File: src/rtl/cpu_axi_master_bridge_pkg.sv
// Shared AXI field constants and request-source encoding for the CPU-to-AXI
// master bridge. No ports; imported by cpu_axi_master_bridge.
package cpu_axi_master_bridge_pkg;

   localparam logic [1:0] AXI_BURST_INCR = 2'b01;
   localparam logic [2:0] AXI_SIZE_4B    = 3'b010;
   localparam logic [7:0] AXI_LEN_SINGLE = 8'd0;

   // Which CPU port owns the transaction in flight; selects the ID and the
   // read-data hold register.
   typedef enum logic {
      SRC_INST = 1'b0,
      SRC_DATA = 1'b1
   } req_src_e;

endpackage

File: src/rtl/cpu_axi_master_bridge.sv
// CPU to AXI4 master bridge. Turns the CPU fetch port and load/store port into
// single-beat AXI4 transactions, one in flight at a time, data port first.
//
// Ports
//   clk, rst                      clock, async active-high reset
//   inst_*                        fetch request (addr/valid/ready) and response
//                                 (rdata/rvalid/rready)
//   mem_*                         load/store request (addr/read/write/wdata/
//                                 wstrb/req_ack) and load response
//   m_axi_aw*/w*/b*/ar*/r*        AXI4 master channels
//
// state    | meaning
// IDLE     | waiting for a CPU request, acks it combinationally
// RD_AR    | read address presented, waiting for arready
// RD_R     | rready high, waiting for the read beat
// RESP     | read data held to the owning CPU port until its rready
// WR_AW_W  | address and data presented, each drops on its own handshake
// WR_B     | bready high, waiting for the write response
module cpu_axi_master_bridge
   import cpu_axi_master_bridge_pkg::*;
#(
   parameter int unsigned DATA_WIDTH = 32,
   parameter int unsigned ADDR_WIDTH = 32,
   parameter int unsigned ID_WIDTH   = 8,
   parameter int unsigned INST_ID    = 0,
   parameter int unsigned DATA_ID    = 1
) (
   input  logic                    clk,
   input  logic                    rst,
   input  logic [ADDR_WIDTH-1:0]   inst_addr,
   input  logic                    inst_req_valid,
   output logic                    inst_req_ready,
   output logic [DATA_WIDTH-1:0]   inst_rdata,
   output logic                    inst_rvalid,
   input  logic                    inst_rready,
   input  logic [ADDR_WIDTH-1:0]   mem_addr,
   input  logic                    mem_read,
   input  logic                    mem_write,
   input  logic [DATA_WIDTH-1:0]   mem_wdata,
   input  logic [DATA_WIDTH/8-1:0] mem_wstrb,
   output logic                    mem_req_ack,
   output logic [DATA_WIDTH-1:0]   mem_rdata,
   output logic                    mem_rvalid,
   input  logic                    mem_rready,
   output logic [ID_WIDTH-1:0]     m_axi_awid,
   output logic [ADDR_WIDTH-1:0]   m_axi_awaddr,
   output logic [7:0]              m_axi_awlen,
   output logic [2:0]              m_axi_awsize,
   output logic [1:0]              m_axi_awburst,
   output logic                    m_axi_awlock,
   output logic [3:0]              m_axi_awcache,
   output logic [2:0]              m_axi_awprot,
   output logic [3:0]              m_axi_awqos,
   output logic [3:0]              m_axi_awregion,
   output logic                    m_axi_awuser,
   output logic                    m_axi_awvalid,
   input  logic                    m_axi_awready,
   output logic [DATA_WIDTH-1:0]   m_axi_wdata,
   output logic [DATA_WIDTH/8-1:0] m_axi_wstrb,
   output logic                    m_axi_wlast,
   output logic                    m_axi_wuser,
   output logic                    m_axi_wvalid,
   input  logic                    m_axi_wready,
   input  logic [ID_WIDTH-1:0]     m_axi_bid,
   input  logic [1:0]              m_axi_bresp,
   input  logic                    m_axi_buser,
   input  logic                    m_axi_bvalid,
   output logic                    m_axi_bready,
   output logic [ID_WIDTH-1:0]     m_axi_arid,
   output logic [ADDR_WIDTH-1:0]   m_axi_araddr,
   output logic [7:0]              m_axi_arlen,
   output logic [2:0]              m_axi_arsize,
   output logic [1:0]              m_axi_arburst,
   output logic                    m_axi_arlock,
   output logic [3:0]              m_axi_arcache,
   output logic [2:0]              m_axi_arprot,
   output logic [3:0]              m_axi_arqos,
   output logic [3:0]              m_axi_arregion,
   output logic                    m_axi_aruser,
   output logic                    m_axi_arvalid,
   input  logic                    m_axi_arready,
   input  logic [ID_WIDTH-1:0]     m_axi_rid,
   input  logic [DATA_WIDTH-1:0]   m_axi_rdata,
   input  logic [1:0]              m_axi_rresp,
   input  logic                    m_axi_rlast,
   input  logic                    m_axi_ruser,
   input  logic                    m_axi_rvalid,
   output logic                    m_axi_rready
);

   typedef enum logic [2:0] {
      ST_IDLE    = 3'd0,
      ST_RD_AR   = 3'd1,
      ST_RD_R    = 3'd2,
      ST_RESP    = 3'd3,
      ST_WR_AW_W = 3'd4,
      ST_WR_B    = 3'd5
   } state_e;

   state_e                  state_q, state_d;
   req_src_e                src_q, src_d;
   logic [ADDR_WIDTH-1:0]   addr_q, addr_d;
   logic [DATA_WIDTH-1:0]   wdata_q, wdata_d;
   logic [DATA_WIDTH/8-1:0] wstrb_q, wstrb_d;
   logic [DATA_WIDTH-1:0]   inst_rdata_q, inst_rdata_d;
   logic [DATA_WIDTH-1:0]   mem_rdata_q, mem_rdata_d;
   logic                    aw_done_q, aw_done_d;
   logic                    w_done_q, w_done_d;
   logic                    awvalid_q, awvalid_d;
   logic                    wvalid_q, wvalid_d;
   logic                    bready_q, bready_d;
   logic                    arvalid_q, arvalid_d;
   logic                    rready_q, rready_d;
   logic                    inst_rvalid_q, inst_rvalid_d;
   logic                    mem_rvalid_q, mem_rvalid_d;

   always_ff @(posedge clk or posedge rst) begin
      if (rst) begin
         state_q       <= ST_IDLE;
         src_q         <= SRC_INST;
         addr_q        <= '0;
         wdata_q       <= '0;
         wstrb_q       <= '0;
         inst_rdata_q  <= '0;
         mem_rdata_q   <= '0;
         aw_done_q     <= 1'b0;
         w_done_q      <= 1'b0;
         awvalid_q     <= 1'b0;
         wvalid_q      <= 1'b0;
         bready_q      <= 1'b0;
         arvalid_q     <= 1'b0;
         rready_q      <= 1'b0;
         inst_rvalid_q <= 1'b0;
         mem_rvalid_q  <= 1'b0;
      end else begin
         state_q       <= state_d;
         src_q         <= src_d;
         addr_q        <= addr_d;
         wdata_q       <= wdata_d;
         wstrb_q       <= wstrb_d;
         inst_rdata_q  <= inst_rdata_d;
         mem_rdata_q   <= mem_rdata_d;
         aw_done_q     <= aw_done_d;
         w_done_q      <= w_done_d;
         awvalid_q     <= awvalid_d;
         wvalid_q      <= wvalid_d;
         bready_q      <= bready_d;
         arvalid_q     <= arvalid_d;
         rready_q      <= rready_d;
         inst_rvalid_q <= inst_rvalid_d;
         mem_rvalid_q  <= mem_rvalid_d;
      end
   end

   always_comb begin
      state_d        = state_q;
      src_d          = src_q;
      addr_d         = addr_q;
      wdata_d        = wdata_q;
      wstrb_d        = wstrb_q;
      inst_rdata_d   = inst_rdata_q;
      mem_rdata_d    = mem_rdata_q;
      aw_done_d      = aw_done_q;
      w_done_d       = w_done_q;
      inst_req_ready = 1'b0;
      mem_req_ack    = 1'b0;

      case (state_q)
         ST_IDLE: begin
            // Read and write together is treated as a write.
            if (mem_read || mem_write) begin
               mem_req_ack = 1'b1;
               src_d       = SRC_DATA;
               addr_d      = mem_addr;
               if (mem_write) begin
                  wdata_d   = mem_wdata;
                  wstrb_d   = mem_wstrb;
                  aw_done_d = 1'b0;
                  w_done_d  = 1'b0;
                  state_d   = ST_WR_AW_W;
               end else begin
                  state_d = ST_RD_AR;
               end
            end else if (inst_req_valid) begin
               inst_req_ready = 1'b1;
               src_d          = SRC_INST;
               addr_d         = inst_addr;
               state_d        = ST_RD_AR;
            end
         end
         ST_RD_AR: begin
            if (m_axi_arready) state_d = ST_RD_R;
         end
         ST_RD_R: begin
            if (m_axi_rvalid) begin
               if (src_q == SRC_DATA) mem_rdata_d  = m_axi_rdata;
               else                   inst_rdata_d = m_axi_rdata;
               state_d = ST_RESP;
            end
         end
         ST_RESP: begin
            if ((src_q == SRC_DATA && mem_rready) || (src_q == SRC_INST && inst_rready))
               state_d = ST_IDLE;
         end
         ST_WR_AW_W: begin
            if (awvalid_q && m_axi_awready) aw_done_d = 1'b1;
            if (wvalid_q && m_axi_wready)   w_done_d  = 1'b1;
            if (aw_done_d && w_done_d)      state_d   = ST_WR_B;
         end
         ST_WR_B: begin
            if (m_axi_bvalid) state_d = ST_IDLE;
         end
         default: state_d = ST_IDLE;
      endcase

      // Handshake outputs are registered copies of the next-state decode.
      arvalid_d     = (state_d == ST_RD_AR);
      rready_d      = (state_d == ST_RD_R);
      awvalid_d     = (state_d == ST_WR_AW_W) && !aw_done_d;
      wvalid_d      = (state_d == ST_WR_AW_W) && !w_done_d;
      bready_d      = (state_d == ST_WR_B);
      inst_rvalid_d = (state_d == ST_RESP) && (src_d == SRC_INST);
      mem_rvalid_d  = (state_d == ST_RESP) && (src_d == SRC_DATA);
   end

   assign inst_rdata  = inst_rdata_q;
   assign inst_rvalid = inst_rvalid_q;
   assign mem_rdata   = mem_rdata_q;
   assign mem_rvalid  = mem_rvalid_q;

   assign m_axi_awid     = ID_WIDTH'(DATA_ID);
   assign m_axi_awaddr   = addr_q;
   assign m_axi_awlen    = AXI_LEN_SINGLE;
   assign m_axi_awsize   = AXI_SIZE_4B;
   assign m_axi_awburst  = AXI_BURST_INCR;
   assign m_axi_awlock   = 1'b0;
   assign m_axi_awcache  = 4'd0;
   assign m_axi_awprot   = 3'd0;
   assign m_axi_awqos    = 4'd0;
   assign m_axi_awregion = 4'd0;
   assign m_axi_awuser   = 1'b0;
   assign m_axi_awvalid  = awvalid_q;

   assign m_axi_wdata  = wdata_q;
   assign m_axi_wstrb  = wstrb_q;
   assign m_axi_wlast  = 1'b1;
   assign m_axi_wuser  = 1'b0;
   assign m_axi_wvalid = wvalid_q;

   assign m_axi_bready = bready_q;

   assign m_axi_arid     = (src_q == SRC_DATA) ? ID_WIDTH'(DATA_ID) : ID_WIDTH'(INST_ID);
   assign m_axi_araddr   = addr_q;
   assign m_axi_arlen    = AXI_LEN_SINGLE;
   assign m_axi_arsize   = AXI_SIZE_4B;
   assign m_axi_arburst  = AXI_BURST_INCR;
   assign m_axi_arlock   = 1'b0;
   assign m_axi_arcache  = 4'd0;
   assign m_axi_arprot   = 3'd0;
   assign m_axi_arqos    = 4'd0;
   assign m_axi_arregion = 4'd0;
   assign m_axi_aruser   = 1'b0;
   assign m_axi_arvalid  = arvalid_q;

   assign m_axi_rready = rready_q;

   // Responses are single-beat and errors are not reported to the CPU.
   logic unused_inputs;
   assign unused_inputs = ^{m_axi_bid, m_axi_bresp, m_axi_buser,
                            m_axi_rid, m_axi_rresp, m_axi_rlast, m_axi_ruser};

endmodule
File: config.mk
export PLATFORM = sky130hd
export DESIGN_NAME = cpu_axi_master_bridge
export DESIGN_NICKNAME = d
export VERILOG_FILES = /design/src/rtl/cpu_axi_master_bridge_pkg.sv /design/src/rtl/cpu_axi_master_bridge.sv
export SDC_FILE = /design/constraint.sdc
export NUM_CORES = 1
export LEC_CHECK = 0
export ABC_AREA = 1
export ABC_CLOCK_PERIOD_IN_PS = 6980
export BUFFER_PORTS_ARGS = -buffer_cell sky130_fd_sc_hd__buf_4
export CORE_AREA = 2 2 160 162
export DETAILED_ROUTE_END_ITERATION = 6
export DIE_AREA = 0 0 162 164
export GPL_ROUTABILITY_DRIVEN = 0
export HOLD_SLACK_MARGIN = 0.03
export SLEW_MARGIN = 20
export SYNTH_ARGS = -nofsm -noshare
export SYNTH_HDL_FRONTEND = slang
export SYNTH_SLANG_ARGS = --single-unit
File: constraint.sdc
create_clock -name clk -period 6.98 [get_ports clk]
set_clock_uncertainty 0.15 [all_clocks]
set_input_delay 1.396 -clock clk [delete_from_list [all_inputs] [get_ports clk]]
set_output_delay 1.396 -clock clk [all_outputs]
set_load 0.005 [all_outputs]
==> reports/summary.txt, run 1 <==
P_sw -> 1.34 mW
Internal power -> 2.54 mW
CTS root buffer -> clkbuf_16
WL per Instance -> 13.7 um
Worst-margin pin slew -> 0.958 ns
Most frequent cell after synthesis -> nand2_1
Cells on worst reg2reg path -> 8
DRT Pass-1 Iters -> 5
Via count -> 5538
CP Class -> input pin to output pin
Final ANT Viol Nets -> 0
Clock transition at path regs -> 0.07 ns
Worst r2r dst -> m_axi_wvalid
GRT Residual Overflow -> 0
First-pass GRT wire length -> 28600 um
Total GRT Usage -> 13.8%
Worst slew margin -> 36.2%
Critical Path End Type -> output pin
Worst-path fanout max -> 35
Total negative setup slack -> 0 ns
Initial Util -> 26.5%
Hold path cells -> 2
Synth Register Bits -> 145
Ys flop type -> dfrtp_1
Cell taking the most area after synthesis -> dfrtp_1
CP required -> 5.43 ns
Tmin final -> 4.32 ns
Switching Fraction -> 34.6%
Maximum clock frequency -> 231 MHz
Maximum vdd drop -> 0.180 mV
Post-synthesis cell area -> 6580 sq um
IO Port Bufs -> 317
Die ar. -> 26600 sq um
CTS resizes -> 0
Library cells used by synthesis -> 20
FP Rows -> 58
Number of global-route vias before repair -> 5176
Worst-Skew Late Latency -> 0.41 ns
Final hold violation count -> 0
Clock share of power -> 23.5%
RSZ-0062 raised after global routing -> false
Arrival @ worst endpoint -> 2.78 ns
Worst hold path class -> flip-flop to flip-flop
Synth warnings -> 0
Clock buffer depth -> 2
Reg2reg start -> state_q[0]
DRC viols -> 0
Fill cell count -> 2583
Initial antenna violation count -> 1
Die Width -> 162 um
Final period util -> 61.9%
Post-CTS Setup Repair Bufs -> 0
Num CTS Buffers -> 17
Combinational share of power -> 38.4%
Post-DR vias/cell -> 4.05
Area grow syn2layout -> 41.3%
Register area share after synthesis -> 55.1%
Core area -> 24800 sq um
Final setup fails -> 0
Crit path launch type -> input pin
CTS tree -> built
Status -> completed
Share of the synthesized area in the top cell type -> 55.1%
NumNets Final -> 1192
Leak Pwr -> 5.05 nW
Die Span Y -> 164 um
Max Cap Viol -> 0
Largest net degree at the start of global routing -> 104
Detailed-placement wirelength estimate -> 13700 um
CTS H-Tree Depth -> 4
Average size of a mapped cell -> 8.76 sq um
EDFF count, synth -> 0
Post-DP Area -> 8700 sq um
Hold-fix buffers at CTS -> 0
Synthesized instance count -> 751
Post-route cell area -> 9300 sq um
Main area contributors after synthesis -> dfrtp_1 (55%), nand2_1 (14%), buf_4 (13%)
Worst R2R Setup Slack -> 4.63 ns
Worst hold slack -> 0.324 ns
Sequential share of power -> 38.1%
FFs w/ async S/R, synth -> 100%
Layout cells sized above 1 -> 35.1%
PwrDens -> 418 nW/um^2
DR iter-0 viols -> 301
Hold EP -> m_axi_wdata[4]
Synth top cells by count -> nand2_1 (248), dfrtp_1 (145), buf_4 (116)
Worst min-delay path startpoint -> m_axi_wdata[4]
Final Routed Wirelength -> 18800 um
Max Transition Viols Final -> 0
Clock sink count -> 145
IO Pins -> 418
power groups by stage:
stage | logic [mW] | registers (mW) | clock network, mW
finish | 1.49 | 1.48 | 0.913
CTS | 1.53 | 1.48 | 0.945
global route | 1.67 | 1.53 | 0.987
detailed placement | 1.53 | 1.49 | 0
floorplan | 0.747 | 1.48 | 0
global placement | 1.50 | 1.48 | 0
per-layer routing:
metal  track usage [%]  vias to the layer above  share of wire [%]
met4              4.55                        0                1.8
met3              3.61                       18                7.3
li1                  -                     2718                  -
met2              23.8                      236                 50
met1              16.9                     2566                 41
met5                 0                        -                  0
worst max-delay path, stage by stage:
cell and delay [ns]:
buf_4 0.11, inv_2 0.07, nand2_1 0.05, buf_4 0.25, inv_2 0.57, nor2_1 0.11
buf_4 0.16
how the worst max path moves through the flow:
stage	start	end	slack, ns	cells after the start
3_5_place_dp	mem_write	mem_req_ack	2.65	7
5_1_grt	mem_write	mem_req_ack	2.57	7
6_report	mem_write	mem_req_ack	2.66	7
3_3_place_gp	mem_write	mem_req_ack	2.63	7
4_1_cts	mem_write	mem_req_ack	2.65	7
2_1_floorplan	rst	aw_done_q	1.54	1
flip-flops by register name, indices dropped and copies added (netlist names), 3 cells and up:
register / cells
inst_rdata: 32
m_axi_araddr: 32
m_axi_wdata: 32
m_axi_wstrb: 4
mem_rdata: 32
state_q: 3
per-stage QoR:
step	worst slack, ns	util [%]	instances	power [mW]
after floorplan	1.54	-	826	2.23
after global placement	2.63	35.1	1336	2.99
after detailed placement	2.65	35.1	1336	3.02
after CTS	2.65	37.4	1368	3.95
after global routing	2.57	37.5	1368	4.19
final	2.66	37.5	1369	3.89
cell families after synthesis:
| family | Yosys count | synth area share, % |
|---|---|---|
| and+or+nand+nor | 309 | 18.1 |
| buffers and inverters | 189 | 17.8 |
| DFF | 145 | 55.1 |
| AOI/OAI and AO/OA | 106 | 8.84 |
| other | 2 | 0.114 |
final cells by class:
type | instances | area (sq um) | area share (%)
Sequential cell | 145 | 3630 | 39.0
Timing Repair Buffer | 321 | 2410 | 25.9
Multi-Input combinational cell | 492 | 2080 | 22.3
Clock buffer | 18 | 439 | 4.72
Tap cell | 330 | 413 | 4.44
Inverter | 48 | 185 | 1.99
Clock inverter | 14 | 144 | 1.55
Antenna cell | 1 | 2.50 | 0.0269
cells in the final DEF (no fill, tap or decap), types with 2 or more instances in the layout:
| master | count |
|---|---|
| buf_4 | 321 |
| nand2_1 | 248 |
| dfrtp_1 | 145 |
| conb_1 | 77 |
| o21ai_0 | 69 |
| inv_1 | 43 |
| nor2_1 | 43 |
| a31oi_1 | 32 |
| clkbuf_16 | 17 |
| inv_6 | 7 |
| nand3_1 | 6 |
| nor3_1 | 5 |
| inv_2 | 4 |
| a21oi_1 | 4 |
| clkinvlp_4 | 4 |
| nand4_1 | 2 |
| nand2_4 | 2 |
| inv_8 | 2 |
Note: power is estimated with default switching activity, not from simulation.
==> run 2: changes to the inputs <==
--- a/config.mk
+++ b/config.mk
@@ -5,12 +5,12 @@
 export SDC_FILE = /design/constraint.sdc
 export NUM_CORES = 1
 export LEC_CHECK = 0
-export ABC_AREA = 1
-export ABC_CLOCK_PERIOD_IN_PS = 6980
+export ABC_AREA = 0
+export ABC_CLOCK_PERIOD_IN_PS = 3800
 export BUFFER_PORTS_ARGS = -buffer_cell sky130_fd_sc_hd__buf_4
-export CORE_AREA = 2 2 160 162
+export CORE_AREA = 2 2 161 163
 export DETAILED_ROUTE_END_ITERATION = 6
-export DIE_AREA = 0 0 162 164
+export DIE_AREA = 0 0 163 165
 export GPL_ROUTABILITY_DRIVEN = 0
 export HOLD_SLACK_MARGIN = 0.03
 export SLEW_MARGIN = 20
==> constraint.sdc (replaced) <==
create_clock -name clk -period 3.8 [get_ports clk]
set_clock_uncertainty 0.15 [all_clocks]
set_input_delay 0.76 -clock clk [delete_from_list [all_inputs] [get_ports clk]]
set_output_delay 0.76 -clock clk [all_outputs]
set_load 0.005 [all_outputs]
==> run 2 against run 1 <==
Global-route usage shrank 1.3 points. Total power grew 80%. Synthesized area grew 5.5%. Hold slack gained 0.020 ns. Critical path type is now flip-flop to output pin. Non-clock buffer count grew 2. Sequential cell count is the same. Synthesized cell count shrank 34%.
==> reports/summary.txt, run 2 <==
Status -> completed
CP Class -> flip-flop to output pin
Total negative setup slack -> 0 ns
Worst-path fanout max -> 15
DRT Pass-1 Iters -> 4
Max Cap Viol -> 0
Synth top cells by count -> dfrtp_1 (145), mux2_2 (127), buf_4 (113)
CTS H-Tree Depth -> 4
CTS tree -> built
Arrival @ worst endpoint -> 1.78 ns
Worst-Skew Late Latency -> 0.42 ns
Fill cell count -> 2461
Critical Path End Type -> output pin
DR iter-0 viols -> 104
Largest net degree at the start of global routing -> 146
DRC viols -> 0
Worst hold slack -> 0.344 ns
Layout cells sized above 1 -> 65.7%
Via count -> 4542
Die ar. -> 26900 sq um
FFs w/ async S/R, synth -> 100%
Worst slew margin -> 39.3%
WL per Instance -> 15.5 um
Library cells used by synthesis -> 32
Worst-margin pin slew -> 0.910 ns
Initial antenna violation count -> 0
GRT Residual Overflow -> 0
Clock sink count -> 145
CTS root buffer -> clkbuf_16
Synth Register Bits -> 145
Core area -> 25000 sq um
Tmin final -> 2.69 ns
CTS resizes -> 0
Inserted Diodes -> 0
Cell taking the most area after synthesis -> dfrtp_1
Total power -> 7.01 mW
Ys flop type -> dfrtp_1
Hold-fix buffers at CTS -> 0
First-pass GRT wire length -> 25600 um
Final hold violation count -> 0
Leak Pwr -> 4.90 nW
FP Rows -> 58
Final ANT Viol Nets -> 0
Maximum vdd drop -> 0.298 mV
Die Span Y -> 165 um
Cells on worst reg2reg path -> 4
Post-DR vias/cell -> 4.05
Post-CTS Setup Repair Bufs -> 0
Maximum clock frequency -> 372 MHz
FF/Latch Area -> 3630 sq um
Synthesized instance count -> 492
Most frequent cell after synthesis -> dfrtp_1
IO Pins -> 418
Final Routed Wirelength -> 17400 um
CP required -> 2.89 ns
Most common cell after layout, fill and taps aside -> buf_4
Clock transition at path regs -> 0.07 ns
Initial Util -> 27.7%
Main area contributors after synthesis -> dfrtp_1 (52%), mux2_2 (21%), buf_4 (12%)
Crit path launch type -> flip-flop
Area grow syn2layout -> 39.7%
Max Transition Viols Final -> 0
Num CTS Buffers -> 17
Share of the synthesized area in the top cell type -> 52.3%
PwrDens -> 722 nW/um^2
EDFF count, synth -> 0
Commonest cells after routing, fill and taps aside -> buf_4 (322), dfrtp_1 (145), mux2_2 (127), conb_1 (77), mux2_4 (30)
Die Width -> 163 um
RSZ-0062 raised after global routing -> false
Number of global-route vias before repair -> 4505
Total GRT Usage -> 12.5%
IO Port Bufs -> 317
Worst hold path class -> flip-flop to flip-flop
Hold path cells -> 1
Synth warnings -> 0
Register area share after synthesis -> 52.3%
Post-synthesis cell area -> 6940 sq um
Detailed-placement wirelength estimate -> 12800 um
Clock buffer depth -> 2
NumNets Final -> 946
Average size of a mapped cell -> 14.1 sq um
Final setup fails -> 0
Area of the multi-input gates -> 2600 sq um
Final period util -> 70.8%
[run 2: cell types whose count changed in the layout (fill, tap and decap cells not counted), moves of 30 or more]
cell,delta
nand2_1,-245
mux2_2,+127
o21ai_0,-69
inv_1,-42
nor2_1,-39
a31oi_1,-30
mux2_4,+30
[run 2: path summary, 6_finish.rpt]
check                                     start                to  slack (ns)
min in group asynchronous                   rst     mem_rdata[29]        0.36
worst max register to register       state_q[0]      mem_rdata[6]        1.31
max in group asynchronous                   rst  m_axi_araddr[30]        2.38
worst max-delay path                 state_q[1]    inst_req_ready        1.11
worst min register to register  m_axi_wdata[14]   m_axi_wdata[14]        0.34
worst min-delay path            m_axi_wdata[14]   m_axi_wdata[14]        0.34
[run 2: final cells by class]
type | count | share of cell area [%]
Tap cell | 330 | 4.26
Timing Repair Buffer | 323 | 25.1
Sequential cell | 145 | 37.4
Inverter | 2 | 0.116
Multi-Input combinational cell | 290 | 26.8
Clock inverter | 13 | 1.70
Clock buffer | 19 | 4.57
[run 2: metrics by stage]
| step | worst slack [ns] | cells | instance area [sq um] | util, % |
|---|---|---|---|---|
| 6_report | 1.11 | 1122 | 9700 | 38.7 |
| 5_1_grt | 1.02 | 1122 | 9700 | 38.7 |
| 4_1_cts | 1.07 | 1122 | 9700 | 38.7 |
| 3_5_place_dp | 1.10 | 1090 | 9090 | 36.3 |
| 3_3_place_gp | 1.13 | 1090 | 9090 | 36.3 |
| 2_1_floorplan | 1.07 | 567 | 7230 | - |
[run 2: routing by layer]
layer  track usage (%)  vias to the layer above  part of all wire [%]
li1                  -                     2090                     -
met1              14.8                     2220                    39
met2              21.4                      226                    52
met3              4.67                        6                   9.0
met4              3.58                        0                  0.52
met5                 0                        -                     0
[run 2: worst max-delay path: stages (launching register included)]
cell	delay (ns)
dfrtp_1	0.55
or4b_1	0.61
nor2_1	0.10
buf_4	0.12
[run 2: cells by family (layout without fill, tap and decap cells)]
logic type	count (synthesis)	count (layout)	synth area share (%)
AO/OA/AOI/OAI	18	18	1.86
buffers and inverters	132	357	14.4
flip-flops	145	145	52.3
multiplexers	166	166	28.5
other	2	77	0.108
AND/OR/NAND/NOR	29	29	2.83
[run 2: report_power, final]
| part | internal, mW | total (mW) | switching, mW | leakage (nW) |
|---|---|---|---|---|
| clock | 1.01 | 1.75 | 0.739 | 0.290 |
| sequential | 2.21 | 2.68 | 0.466 | 1.81 |
| combinational | 1.73 | 2.58 | 0.845 | 2.80 |
| total | 4.96 | 7.01 | 2.05 | 4.90 |
